<file path="src/rtl/rgb_pkg.sv">
// Shared types and helpers for the RGB hue-wheel LED controller.
// Segment encoding and duty register width derivation.
package rgb_pkg;

  typedef enum logic [2:0] {
    SEG_R_G_UP = 3'd0,
    SEG_G_R_DN = 3'd1,
    SEG_G_B_UP = 3'd2,
    SEG_B_G_DN = 3'd3,
    SEG_B_R_UP = 3'd4,
    SEG_B_R_DN = 3'd5
  } hue_seg_t;

  function automatic int duty_w(input int interval);
    return $clog2(interval + 1);
  endfunction

  // Wheel wraps from the last segment back to red.
  function automatic hue_seg_t next_seg(input hue_seg_t s);
    if (s == SEG_B_R_DN) return SEG_R_G_UP;
    return hue_seg_t'(s + 3'd1);
  endfunction

endpackage

</file>
<file path="src/rtl/pwm_compare.sv">
// Registered PWM comparator for one LED colour.
// Drives an active-low pin: low while cnt is below duty.
module pwm_compare
  import rgb_pkg::*;
#(
  parameter int W = 11
) (
  input  logic         clk,
  input  logic         rst_n,
  input  logic [W-1:0] cnt,
  input  logic [W-1:0] duty,
  output logic         pin
);

  logic pin_d;
  logic pin_q;

  always_comb begin
    pin_d = ~(cnt < duty);
  end

  always_ff @(posedge clk or negedge rst_n) begin
    if (!rst_n) begin
      pin_q <= 1'b1;
    end else begin
      pin_q <= pin_d;
    end
  end

  assign pin = pin_q;

endmodule

</file>
<file path="src/rtl/hue_sequencer.sv">
// Colour-wheel controller: PWM period counter, hue sequencer
// and per-colour duty registers latched at the period boundary.
module hue_sequencer
  import rgb_pkg::*;
#(
  parameter int PWM_INTERVAL = 1200,
  parameter int DUTY_STEP    = 10,
  parameter int HOLD_PERIODS = 1
) (
  input  logic       clk,
  input  logic       rst_n,
  input  logic       en,
  output logic       RGB_R,
  output logic       RGB_G,
  output logic       RGB_B,
  output logic [2:0] segment,
  output logic       period_start
);

  localparam int W = duty_w(PWM_INTERVAL);
  localparam logic [W-1:0] MAX       = W'(PWM_INTERVAL);
  localparam logic [W-1:0] LAST      = W'(PWM_INTERVAL - 1);
  localparam logic [W-1:0] STEP      = W'(DUTY_STEP);
  localparam logic [W-1:0] HOLD_LAST = W'(HOLD_PERIODS - 1);

  logic [W-1:0] cnt_q, cnt_d;
  logic         ps_q, ps_d;
  logic [W-1:0] r_q, r_d;
  logic [W-1:0] hold_q, hold_d;
  hue_seg_t     seg_q, seg_d;
  logic [W-1:0] duty_r_q, duty_r_d;
  logic [W-1:0] duty_g_q, duty_g_d;
  logic [W-1:0] duty_b_q, duty_b_d;

  logic         boundary;
  logic [W:0]   sum;
  logic [W-1:0] inv;
  logic [W-1:0] map_r, map_g, map_b;

  assign boundary = (cnt_q == LAST);

  always_ff @(posedge clk or negedge rst_n) begin
    if (!rst_n) begin
      cnt_q    <= '0;
      ps_q     <= 1'b0;
      r_q      <= '0;
      hold_q   <= '0;
      seg_q    <= SEG_R_G_UP;
      duty_r_q <= MAX;
      duty_g_q <= '0;
      duty_b_q <= '0;
    end else begin
      cnt_q    <= cnt_d;
      ps_q     <= ps_d;
      r_q      <= r_d;
      hold_q   <= hold_d;
      seg_q    <= seg_d;
      duty_r_q <= duty_r_d;
      duty_g_q <= duty_g_d;
      duty_b_q <= duty_b_d;
    end
  end

  always_comb begin
    cnt_d  = boundary ? '0 : cnt_q + W'(1);
    ps_d   = boundary;
    seg_d  = seg_q;
    r_d    = r_q;
    hold_d = hold_q;
    sum    = {1'b0, r_q} + {1'b0, STEP};
    if (boundary && en) begin
      if (hold_q != HOLD_LAST) begin
        hold_d = hold_q + W'(1);
      end else begin
        hold_d = '0;
        if (sum >= {1'b0, MAX}) begin
          r_d   = '0;
          seg_d = next_seg(seg_q);
        end else begin
          r_d = sum[W-1:0];
        end
      end
    end
  end

  // Map the upcoming (segment, ramp) to duties; only loaded at the boundary.
  always_comb begin
    map_r = '0;
    map_g = '0;
    map_b = '0;
    inv   = MAX - r_d;
    case (seg_d)
      SEG_R_G_UP: begin map_r = MAX; map_g = r_d; end
      SEG_G_R_DN: begin map_r = inv; map_g = MAX; end
      SEG_G_B_UP: begin map_g = MAX; map_b = r_d; end
      SEG_B_G_DN: begin map_g = inv; map_b = MAX; end
      SEG_B_R_UP: begin map_r = r_d; map_b = MAX; end
      SEG_B_R_DN: begin map_r = MAX; map_b = inv; end
      default:    begin map_r = MAX; end
    endcase
    duty_r_d = boundary ? map_r : duty_r_q;
    duty_g_d = boundary ? map_g : duty_g_q;
    duty_b_d = boundary ? map_b : duty_b_q;
  end

  pwm_compare #(.W(W)) u_pwm_r (
    .clk  (clk),
    .rst_n(rst_n),
    .cnt  (cnt_q),
    .duty (duty_r_q),
    .pin  (RGB_R)
  );

  pwm_compare #(.W(W)) u_pwm_g (
    .clk  (clk),
    .rst_n(rst_n),
    .cnt  (cnt_q),
    .duty (duty_g_q),
    .pin  (RGB_G)
  );

  pwm_compare #(.W(W)) u_pwm_b (
    .clk  (clk),
    .rst_n(rst_n),
    .cnt  (cnt_q),
    .duty (duty_b_q),
    .pin  (RGB_B)
  );

  assign segment      = seg_q;
  assign period_start = ps_q;

endmodule

</file>
<file path="config.mk">
export PLATFORM = sky130hd
export DESIGN_NAME = hue_sequencer
export DESIGN_NICKNAME = d
export VERILOG_FILES = /design/src/rtl/rgb_pkg.sv /design/src/rtl/pwm_compare.sv /design/src/rtl/hue_sequencer.sv
export SDC_FILE = /design/constraint.sdc
export NUM_CORES = 1
export LEC_CHECK = 0
export ABC_AREA = 0
export BUFFER_PORTS_ARGS = -buffer_cell sky130_fd_sc_hd__buf_4
export CELL_PAD_IN_SITES_DETAIL_PLACEMENT = 1
export CELL_PAD_IN_SITES_GLOBAL_PLACEMENT = 2
export CORE_UTILIZATION = 42
export CTS_BUF_LIST = sky130_fd_sc_hd__clkbuf_2 sky130_fd_sc_hd__clkbuf_4 sky130_fd_sc_hd__clkbuf_8
export CTS_CLUSTER_DIAMETER = 200
export CTS_CLUSTER_SIZE = 28
export DETAILED_ROUTE_END_ITERATION = 16
export PLACE_DENSITY = 0.86
export SYNTH_ARGS = -nofsm -noshare
export SYNTH_HDL_FRONTEND = slang
export SYNTH_SLANG_ARGS = --single-unit
</file>
<file path="constraint.sdc">
create_clock -name clk -period 5.2 [get_ports clk]
set_clock_uncertainty 0.2 [all_clocks]
set_input_delay 0.26 -clock clk [delete_from_list [all_inputs] [get_ports clk]]
set_output_delay 0.26 -clock clk [all_outputs]
set_load 0.005 [all_outputs]
</file>
==> run metrics, run 1 <==
gr usage total 26.8%; DR iter-0 viols ~310; Die Y 112 µm; r2r endpoint duty_g_q[10]$_DFFE_PN0P_; unique cell type count in the Yosys netlist 75; crit path capture type flip-flop; Startpoint Class flip-flop; Initial Utilization 43.8%; slowest cell on the critical path or4b_1; failing checks design-rule violations; xor/xnor share of the synthesized area 5.33%; vias in the first global route 4739; Worst-Skew Late Latency 380 ps; final WL roughly 16 mm; gr ovfl total 0; Syn Inst Count 573; post-synthesis sequential area ratio roughly 36%; peak supply drop between 0.15 and 0.2 mV; status finished, violations left; slowest stage delay, CP roughly 530 ps; DR WL/cell roughly 22 µm; FP Rows 39; post-synthesis mux area share 2.26%; CTS Buffer Depth 2; clock-pin slew on the worst setup and hold paths 80 ps; flops & latches, synth 73; worst setup path category reg -> reg; port bufs 9; RSZ-0062 raised after global routing no; TNS Setup 0 ps; maximum clock frequency 0.224 GHz; first-pass GRT wire length 25.9 mm; final period utilization 86.0%; worst flop-to-flop path startpoint cnt_q[1]$_DFF_PN0_; Num CTS Buffers 9; Pwr Density between 150 and 200 nW/µm²; ys async rst share 100%; final setup fails 0; pin count of the biggest net entering global routing 74; clock net sink count 73; Slew Limit Fails 0; reg2reg path depth 14; most frequent CP cell buf_4; Vias/cell 6.22; Hold Crit Class reg -> reg; synthesized area 5090 µm²; Worst path top cell family by delay simple AND/OR/NAND/NOR gates; placer congestion estimate a little under 0.9; DRC 1; Adder-Cell Fraction of Synth Area around 8.6%; Slew @ Worst Pin 976 ps; H-tree Lvls 3; ANT cells 0; Post-DRT Antenna Nets 0; hold worst-path end duty_r_q[4]$_DFFE_PN1P_; Critical Path RT between 5000 and 6000 ps; Core ar. around 12000 µm²; Hold Crit Depth 2; Post-Synth Simple-Gate Area 18.4%; Fin. Hold Viols 0; fin util 47.5%; synthesized area per cell between 8 and 9 µm²; initial antenna violation count 0; Max Fanout on Critical Path 42; Yosys warning count 0; die width 112 µm; layout cells sized above 1 10.4%; TritonCTS clock tree built; Root Buffer clkbuf_8; Slew HR 35.0%; WP buf/inv 3; crit path time final about 4500 ps; commonest cells after routing, fill and taps aside 66 x dfrtp_1, 48 x nand2_1, 46 x inv_1, 40 x nor2_1, 35 x ha_1; commonest non-fill, non-tap cell in the layout dfrtp_1; Vias 4488; nets between 600 and 700; Data arrival, critical path 4580 ps; CP cell instances ha_1 > nand4_1 > or4_1 > buf_4 > nor2_1 > buf_4 > a31oi_1 > buf_4 > nand2_1 > ha_1 > o21ai_1 > a22o_1 > or4b_1 > nand3_1; # IOs 10; Worst path depth 14; max_cap viols 0; largest family of logic cells by synthesized area compound AO/OA/AOI/OAI gates; flop2flop setup slack 730 ps; die area roughly 13000 µm²; Synth Area in Compound Gates 23.2%; Syn-to-layout area delta 8.26%; leakage 2.45 nW; Synth Flop Type dfrtp_1; TritonRoute pass-1 iters 11; Synth Net Count 611; number of synthesized flops with an enable pin 0; DP Wirelength between 10 and 15 mm; Worst Hold Launch duty_r_q[4]$_DFFE_PN1P_
==> per-stage QoR <==
stage	power [mW]	area [µm²]	hold slack, ps	setup slack (ps)	cells
finish	1.10	5510	298	726	721
floorplan	0.579	5090	-236	1050	573
global route	1.13	5510	320	397	721
CTS	1.12	5510	300	768	721
detailed placement	0.592	5270	278	808	703
global placement	0.592	5270	269	987	703
==> worst reg2reg max path, delay by kind of cell, from the launching register on <==
family                   cells  cell delay (ps)
AO/OA/AOI/OAI                3              790
flip-flops                   1              470
adder cells (fa/ha/maj)      2              660
AND/OR/NAND/NOR              6             1570
buffers and inverters        3              710
==> layer usage <==
layer  vias up  share of wire [%]  global-route usage [%]
li1       2094                  -                       -
met1      2252                 46                    35.9
met2       117                 48                    43.9
met3        25                4.0                    4.59
met4         0                2.4                    8.89
met5         -                  0                       0
==> how the worst max path moves through the flow <==
stage / start / end / slack, ps
2_1_floorplan: cnt_q[1]$_DFF_PN0_ / duty_r_q[10]$_DFFE_PN1P_ / 1050
3_3_place_gp: cnt_q[1]$_DFF_PN0_ / duty_g_q[10]$_DFFE_PN0P_ / 990
3_5_place_dp: cnt_q[1]$_DFF_PN0_ / duty_g_q[10]$_DFFE_PN0P_ / 810
4_1_cts: cnt_q[1]$_DFF_PN0_ / duty_g_q[10]$_DFFE_PN0P_ / 770
5_1_grt: r_q[1]$_DFF_PN0_ / duty_r_q[10]$_DFFE_PN1P_ / 400
6_report: cnt_q[1]$_DFF_PN0_ / duty_g_q[10]$_DFFE_PN0P_ / 730
==> synth_stat cells, types with 6 or more instances <==
| cell | n | area share [%] |
|---|---|---|
| a21o_1 | 9 | 1.3 |
| a21oi_1 | 29 | 2.9 |
| a22o_1 | 6 | 1.0 |
| a22oi_1 | 7 | 1.0 |
| a31oi_1 | 9 | 1.1 |
| and3_1 | 7 | 0.86 |
| buf_2 | 6 | 0.59 |
| clkbuf_1 | 21 | 1.5 |
| dfrtp_1 | 66 | 32 |
| dfstp_2 | 7 | 3.6 |
| ha_1 | 35 | 8.6 |
| inv_1 | 46 | 3.4 |
| mux2i_1 | 7 | 1.4 |
| nand2_1 | 48 | 3.5 |
| nand2b_1 | 12 | 1.5 |
| nand3_1 | 22 | 2.2 |
| nand4_1 | 8 | 0.98 |
| nor2_1 | 40 | 2.9 |
| nor3_1 | 11 | 1.1 |
| nor4_1 | 6 | 0.74 |
| o211ai_1 | 7 | 1.0 |
| o21ai_0 | 24 | 2.4 |
| o221ai_1 | 6 | 1.0 |
| o31ai_1 | 8 | 1.2 |
| xnor2_1 | 18 | 3.1 |
| xor2_1 | 13 | 2.2 |
==> power breakdown <==
part / internal, mW / leakage (nW) / switching (mW)
Combinational: 0.00221 / 1.46 / 0.0120
Clock: 0.274 / 0.106 / 0.242
Sequential: 0.567 / 0.886 / 0
Total: 0.844 / 2.45 / 0.254
==> cell families (layout without fill, tap and decap cells) <==
family	Yosys count	count (layout)
AND/OR/NAND/NOR	185	185
AO/OA/AOI/OAI	161	161
buffers and inverters	77	82
flip-flops	73	73
adder cells (fa/ha/maj)	35	35
XOR/XNOR	31	31
multiplexers	11	11
==> timing repair <==
action                                 4_1_cts  5_1_grt
setup buffers                                0        0
hold buffers                                 2        0
gates resized for setup                      0        0
endpoints found under the hold margin       67        0
==> cell type report <==
class                      count  area, µm²
fill                        1372       6100
multi-input combinational    423       2950
sequential                    73       1840
tap                          143        179
inverter                      46        173
timing repair buffer          20        155
clock buffer                   9        124
clock inverter                 7        101
==> sequential cells by signal (all words and copies together) (netlist names) <==
signal        cells
hold_q           11
duty_g_q         11
u_pwm_r.pin       1
cnt_q            11
u_pwm_g.pin       1
r_q              11
period_start      1
duty_r_q         11
u_pwm_b.pin       1
duty_b_q         11
segment           3
No activity file was read; power rests on OpenSTA's default activity.
==> run 2: changes to the inputs <==
--- a/config.mk
+++ b/config.mk
@@ -9,6 +9,7 @@
 export BUFFER_PORTS_ARGS = -buffer_cell sky130_fd_sc_hd__buf_4
 export CELL_PAD_IN_SITES_DETAIL_PLACEMENT = 1
 export CELL_PAD_IN_SITES_GLOBAL_PLACEMENT = 2
+export CORE_ASPECT_RATIO = 1.25
 export CORE_UTILIZATION = 42
 export CTS_BUF_LIST = sky130_fd_sc_hd__clkbuf_2 sky130_fd_sc_hd__clkbuf_4 sky130_fd_sc_hd__clkbuf_8
 export CTS_CLUSTER_DIAMETER = 200
==> run metrics, run 2 (synthesis results as in run 1) <==
commonest non-fill, non-tap cell in the layout dfrtp_1 (unchanged); port bufs 9 (unchanged); initial antenna violation count 0 (unchanged); worst setup path category reg -> reg (unchanged); H-tree Lvls 3 (unchanged); wire length on met1 6.68 mm (was 7.16 mm); Vias/cell 6.06 (was 6.22); placer congestion estimate 0.907 (was 0.880); commonest cells after routing, fill and taps aside 66 x dfrtp_1, 48 x nand2_1, 46 x inv_1, 40 x nor2_1, 35 x ha_1 (unchanged); peak supply drop 0.133 mV (was 0.183 mV); clock-pin slew on the worst setup and hold paths 90 ps (was 80 ps); vias in the first global route 4558 (was 4739); Num CTS Buffers 9 (unchanged); pin count of the biggest net entering global routing 74 (unchanged); Worst-Skew Late Latency 370 ps (was 380 ps); DR iter-0 viols 426 (was 314); ANT cells 0 (unchanged); met3 wire length 667 µm (was 616 µm); Core ar. 11700 µm² (was 11600 µm²); postcts setup bufs 0 (unchanged); crit path capture type flip-flop (unchanged); TritonRoute pass-1 iters 5 (was 11); crit path time final 4510 ps (was 4470 ps); first-pass GRT wire length 25.0 mm (was 25.9 mm); Hold Crit Class in -> reg (was reg -> reg); final hold slack 7.07 ps (was 298 ps); post-CTS sizing 0 (unchanged); DP Wirelength 11.3 mm (was 11.4 mm); worst flop-to-flop path startpoint r_q[1]$_DFF_PN0_ (was cnt_q[1]$_DFF_PN0_); Post-DRT Antenna Nets 0 (unchanged); final WL 15.4 mm (was 15.5 mm); Data arrival, critical path 4600 ps (was 4580 ps); Pwr Density 198 nW/µm² (was 199 nW/µm²); nets 610 (was 611); Slew HR 34.2% (was 35.0%); top layer in use met4 (unchanged); Vias 4471 (was 4488); Slew @ Worst Pin 981 ps (was 976 ps); clock net sink count 73 (unchanged); Worst Hold Launch en (was duty_r_q[4]$_DFFE_PN1P_); Critical Path RT 5290 ps (was 5310 ps); DR WL/cell 20.8 µm (was 21.5 µm); Die Y 125 µm (was 112 µm); # IOs 10 (unchanged); Initial Utilization 43.4% (was 43.8%); maximum clock frequency 0.222 GHz (was 0.224 GHz); layout cells sized above 1 10.4% (about the same); final period utilization 86.7% (was 86.0%); DRC 0 (was 1); leakage 2.45 nW (about the same); TritonCTS clock tree built (unchanged); max_cap viols 0 (unchanged); Fillers 1392 (was 1372); TNS Setup 0 ps (unchanged); Post-CTS Hold Buffers 1 (was 2); Slew Limit Fails 0 (unchanged); FP Rows 44 (was 39); Syn-to-layout area delta 8.35% (was 8.26%); final setup fails 0 (unchanged); Worst setup startpoint r_q[1]$_DFF_PN0_ (was cnt_q[1]$_DFF_PN0_); Startpoint Class flip-flop (unchanged); die area 12600 µm² (about the same); Max Fanout on Critical Path 12 (was 42); gr usage total 25.7% (was 26.8%); die width 100 µm (was 112 µm); met2 wire length 7.65 mm (was 7.38 mm); RSZ-0062 raised after global routing no (unchanged); Fin. Hold Viols 0 (unchanged); status finished clean (was finished, violations left); Root Buffer clkbuf_8 (unchanged); gr ovfl total 0 (unchanged); CTS Buffer Depth 2 (unchanged)
==> run 2: cell count changes in the layout (fill, tap and decap cells not counted) <==
cell,before,now
dlygate4sd3_1,2,1
inv_6,2,1
clkinv_2,0,2
clkinv_4,1,0
==> run 2: layout make-up <==
cell class,instances,area [µm²],area share (%)
clock inverters,7,93.8,1.70
flip-flops and latches,73,1840,33.3
inverters,46,173,3.13
clock buffers,9,124,2.24
well taps,161,201,3.65
multi-input cells,423,2950,53.4
repair buffers,19,145,2.63
==> run 2: worst max-delay path, stage by stage (launching register included) <==
cell and delay [ps]:
dfrtp_1 490, ha_1 380, nor2_1 310, xor2_1 180
nand4_1 160, a32oi_2 440, o21ai_1 110, buf_4 170
o31ai_1 190, buf_4 180, inv_1 40, ha_1 310
o21ai_1 320, a22o_1 410, mux2_2 370, a22oi_1 150
==> run 2: path summary, 6_finish.rpt <==
check / endpoint / slack, ps / depth (start not counted)
setup / recovery: duty_r_q[10]$_DFFE_PN1P_ / 690 / 15
hold / removal: hold_q[1]$_DFFE_PN0P_ / 7 / 3
setup reg to reg: duty_r_q[10]$_DFFE_PN1P_ / 690 / 15
hold reg to reg: duty_r_q[0]$_DFFE_PN0P_ / 290 / 2
max in group asynchronous: r_q[8]$_DFF_PN0_ / 3800 / 2
min in group asynchronous: cnt_q[4]$_DFF_PN0_ / 380 / 2
==> run 2: metrics by stage <==
step                area (µm²)  utilization (%)  std cells  setup slack, ps  total power [mW]
floorplan                 5090                -        573             1050             0.579
global placement          5290             45.1        721             1020             0.592
detailed placement        5290             45.1        721              740             0.592
CTS                       5520             47.1        738              730              1.10
global route              5520             47.1        738              449              1.12
finish                    5520             47.1        738              693              1.09
==> run 2: where the power goes <==
group	internal (mW)	total (mW)	switching (mW)
registers	0.567	0.567	0
logic	0.00172	0.0134	0.0117
clock network	0.270	0.511	0.241
==> run 2: layer usage <==
metal,vias to the layer above,global-route usage (%)
met5,-,0
met1,2237,32.6
met3,27,4.92
li1,2094,-
met2,113,43.3
met4,0,9.38
==> run 3: changes to the inputs <==
==> constraint.sdc (replaced) <==
create_clock -name clk -period 5.2 [get_ports clk]
set_clock_uncertainty 0.2 [all_clocks]
set_input_delay 0.52 -clock clk [delete_from_list [all_inputs] [get_ports clk]]
set_output_delay 0.52 -clock clk [all_outputs]
set_load 0.005 [all_outputs]
==> run metrics, run 3 (synthesis results as in run 1) <==
crit path capture type flip-flop (unchanged); DR WL/cell 20.7 µm (was 20.8 µm); CTS Buffer Depth 2 (unchanged); commonest cells after routing, fill and taps aside 66 x dfrtp_1, 48 x nand2_1, 46 x inv_1, 40 x nor2_1, 35 x ha_1 (unchanged); Syn-to-layout area delta 8.16% (was 8.35%); DR iter-0 viols 395 (was 426); Slew @ Worst Pin 1030 ps (was 981 ps); DRC 0 (unchanged); gr usage total 25.7% (unchanged); vias in the first global route 4558 (unchanged); fin util 47.0% (was 47.1%); Fin. Hold Viols 0 (unchanged); port bufs 9 (unchanged); Vias/cell 6.03 (was 6.06); commonest non-fill, non-tap cell in the layout dfrtp_1 (unchanged); maximum clock frequency 0.221 GHz (was 0.222 GHz); Int Pwr 839 µW (about the same); postcts setup bufs 0 (unchanged); Core ar. 11700 µm² (unchanged); final setup fails 0 (unchanged); Die Y 125 µm (unchanged); gr ovfl total 0 (unchanged); nets 609 (was 610); TritonRoute pass-1 iters 4 (was 5); CP cell instances ha_1 > nor2_1 > xor2_1 > nand4_1 > a32oi_2 > o21ai_1 > buf_4 > o31ai_1 > buf_4 > inv_1 > ha_1 > o21ai_1 > a22o_1 > mux2_2 > a22oi_1 (unchanged); Num CTS Buffers 9 (unchanged); FP Rows 44 (unchanged); first-pass GRT wire length 25.0 mm (unchanged); TritonCTS clock tree built (unchanged); Slew Limit Fails 0 (unchanged); initial antenna violation count 0 (unchanged); crit path time final 4530 ps (was 4510 ps); slowest cell on the critical path dfrtp_1 (unchanged); Data arrival, critical path 4620 ps (was 4600 ps); leakage 2.44 nW (was 2.45 nW); Pwr Density 198 nW/µm² (about the same); H-tree Lvls 3 (unchanged); post-CTS sizing 0 (unchanged); Initial Utilization 43.4% (unchanged); Worst-Skew Late Latency 370 ps (about the same); placer congestion estimate 0.907 (unchanged); clock power share 46.8% (about the same); die width 100 µm (unchanged); # IOs 10 (unchanged); Hold Crit Class in -> async (was in -> reg); status finished clean (unchanged); die area 12600 µm² (unchanged); pin count of the biggest net entering global routing 74 (unchanged); Pwr Total 1.09 mW (about the same); Post-DRT Antenna Nets 0 (unchanged); Slew HR 31.1% (was 34.2%); RSZ-0062 raised after global routing no (unchanged); ANT cells 0 (unchanged); clock net sink count 73 (unchanged); Critical Path RT 5290 ps (about the same); slowest stage delay, CP 490 ps (about the same); proportion of power drawn by flip-flops and latches 52.0% (about the same); TNS Setup 0 ps (unchanged); worst setup margin 670 ps (was 693 ps); layout cells sized above 1 10.4% (about the same); dpl ws 740 ps (unchanged); clock-pin slew on the worst setup and hold paths 90 ps (about the same); Root Buffer clkbuf_8 (unchanged); worst setup path category reg -> reg (unchanged); sw frac 23.1% (about the same); Post-CTS Hold Buffers 0 (was 1); final WL 15.3 mm (was 15.4 mm); Startpoint Class flip-flop (unchanged); Comb power frac 1.2% (about the same); DP Wirelength 11.3 mm (unchanged); peak supply drop 0.133 mV (about the same); final period utilization 87.1% (was 86.7%); Max Fanout on Critical Path 12 (unchanged); sw power 252 µW (about the same); max_cap viols 0 (unchanged); Vias 4447 (was 4471)
==> run 3: cell types whose count changed in the layout (fill, tap and decap cells not counted), sizes merged <==
cell         before  now
dlygate4sd3       1    0
==> run 3: through the flow <==
stage	cells	cell area, µm²	hold slack [ps]
global placement	721	5290	264
detailed placement	721	5290	276
finish	737	5510	91.5
floorplan	573	5090	24.4
CTS	737	5510	128
global route	737	5510	162
==> run 3: area by class of cell <==
class / instances / area (µm²)
well taps: 161 / 201
repair buffers: 18 / 135
multi-input cells: 423 / 2950
flip-flops and latches: 73 / 1840
clock buffers: 9 / 124
inverters: 46 / 173
fillers: 1393 / 6220
clock inverters: 7 / 93.8
==> run 3: worst max-delay path: cells and delay by family (launching register included) <==
| family | cells | cell delay (ps) |
|---|---|---|
| compound gates | 6 | 1640 |
| fa+ha+maj | 2 | 690 |
| flops | 1 | 490 |
| simple gates | 2 | 480 |
| buf+inv | 3 | 400 |
| mux | 1 | 370 |
| xor+xnor | 1 | 180 |
==> run 3: power groups by stage <==
stage,Sequential [mW],Clock [mW],Combinational (mW)
global route,0.567,0.542,0.0150
CTS,0.567,0.519,0.0137
global placement,0.578,0,0.0134
detailed placement,0.578,0,0.0138
floorplan,0.579,0,0.000335
finish,0.567,0.510,0.0127
==> run 3: path summary, 6_finish.rpt <==
path                                                 end  cells past startpoint  slack [ps]                    start
min in group clk                   hold_q[1]$_DFFE_PN0P_                      3         260                       en
worst max register to register  duty_r_q[10]$_DFFE_PN1P_                     15         670         r_q[1]$_DFF_PN0_
worst min register to register   duty_r_q[0]$_DFFE_PN0P_                      2         290  duty_r_q[0]$_DFFE_PN0P_
worst min-delay path                  cnt_q[4]$_DFF_PN0_                      1          90                    rst_n
max in group asynchronous               r_q[6]$_DFF_PN0_                      1        4100                    rst_n
worst max-delay path            duty_r_q[10]$_DFFE_PN1P_                     15         670         r_q[1]$_DFF_PN0_
==> run 3: metal layers <==
layer	up-vias	share of wire, %	global-route usage, %
li1	2092	-	-
met1	2220	43	32.6
met4	0	2.4	9.38
met5	-	0	0
met2	105	50	43.3
met3	30	4.4	4.92
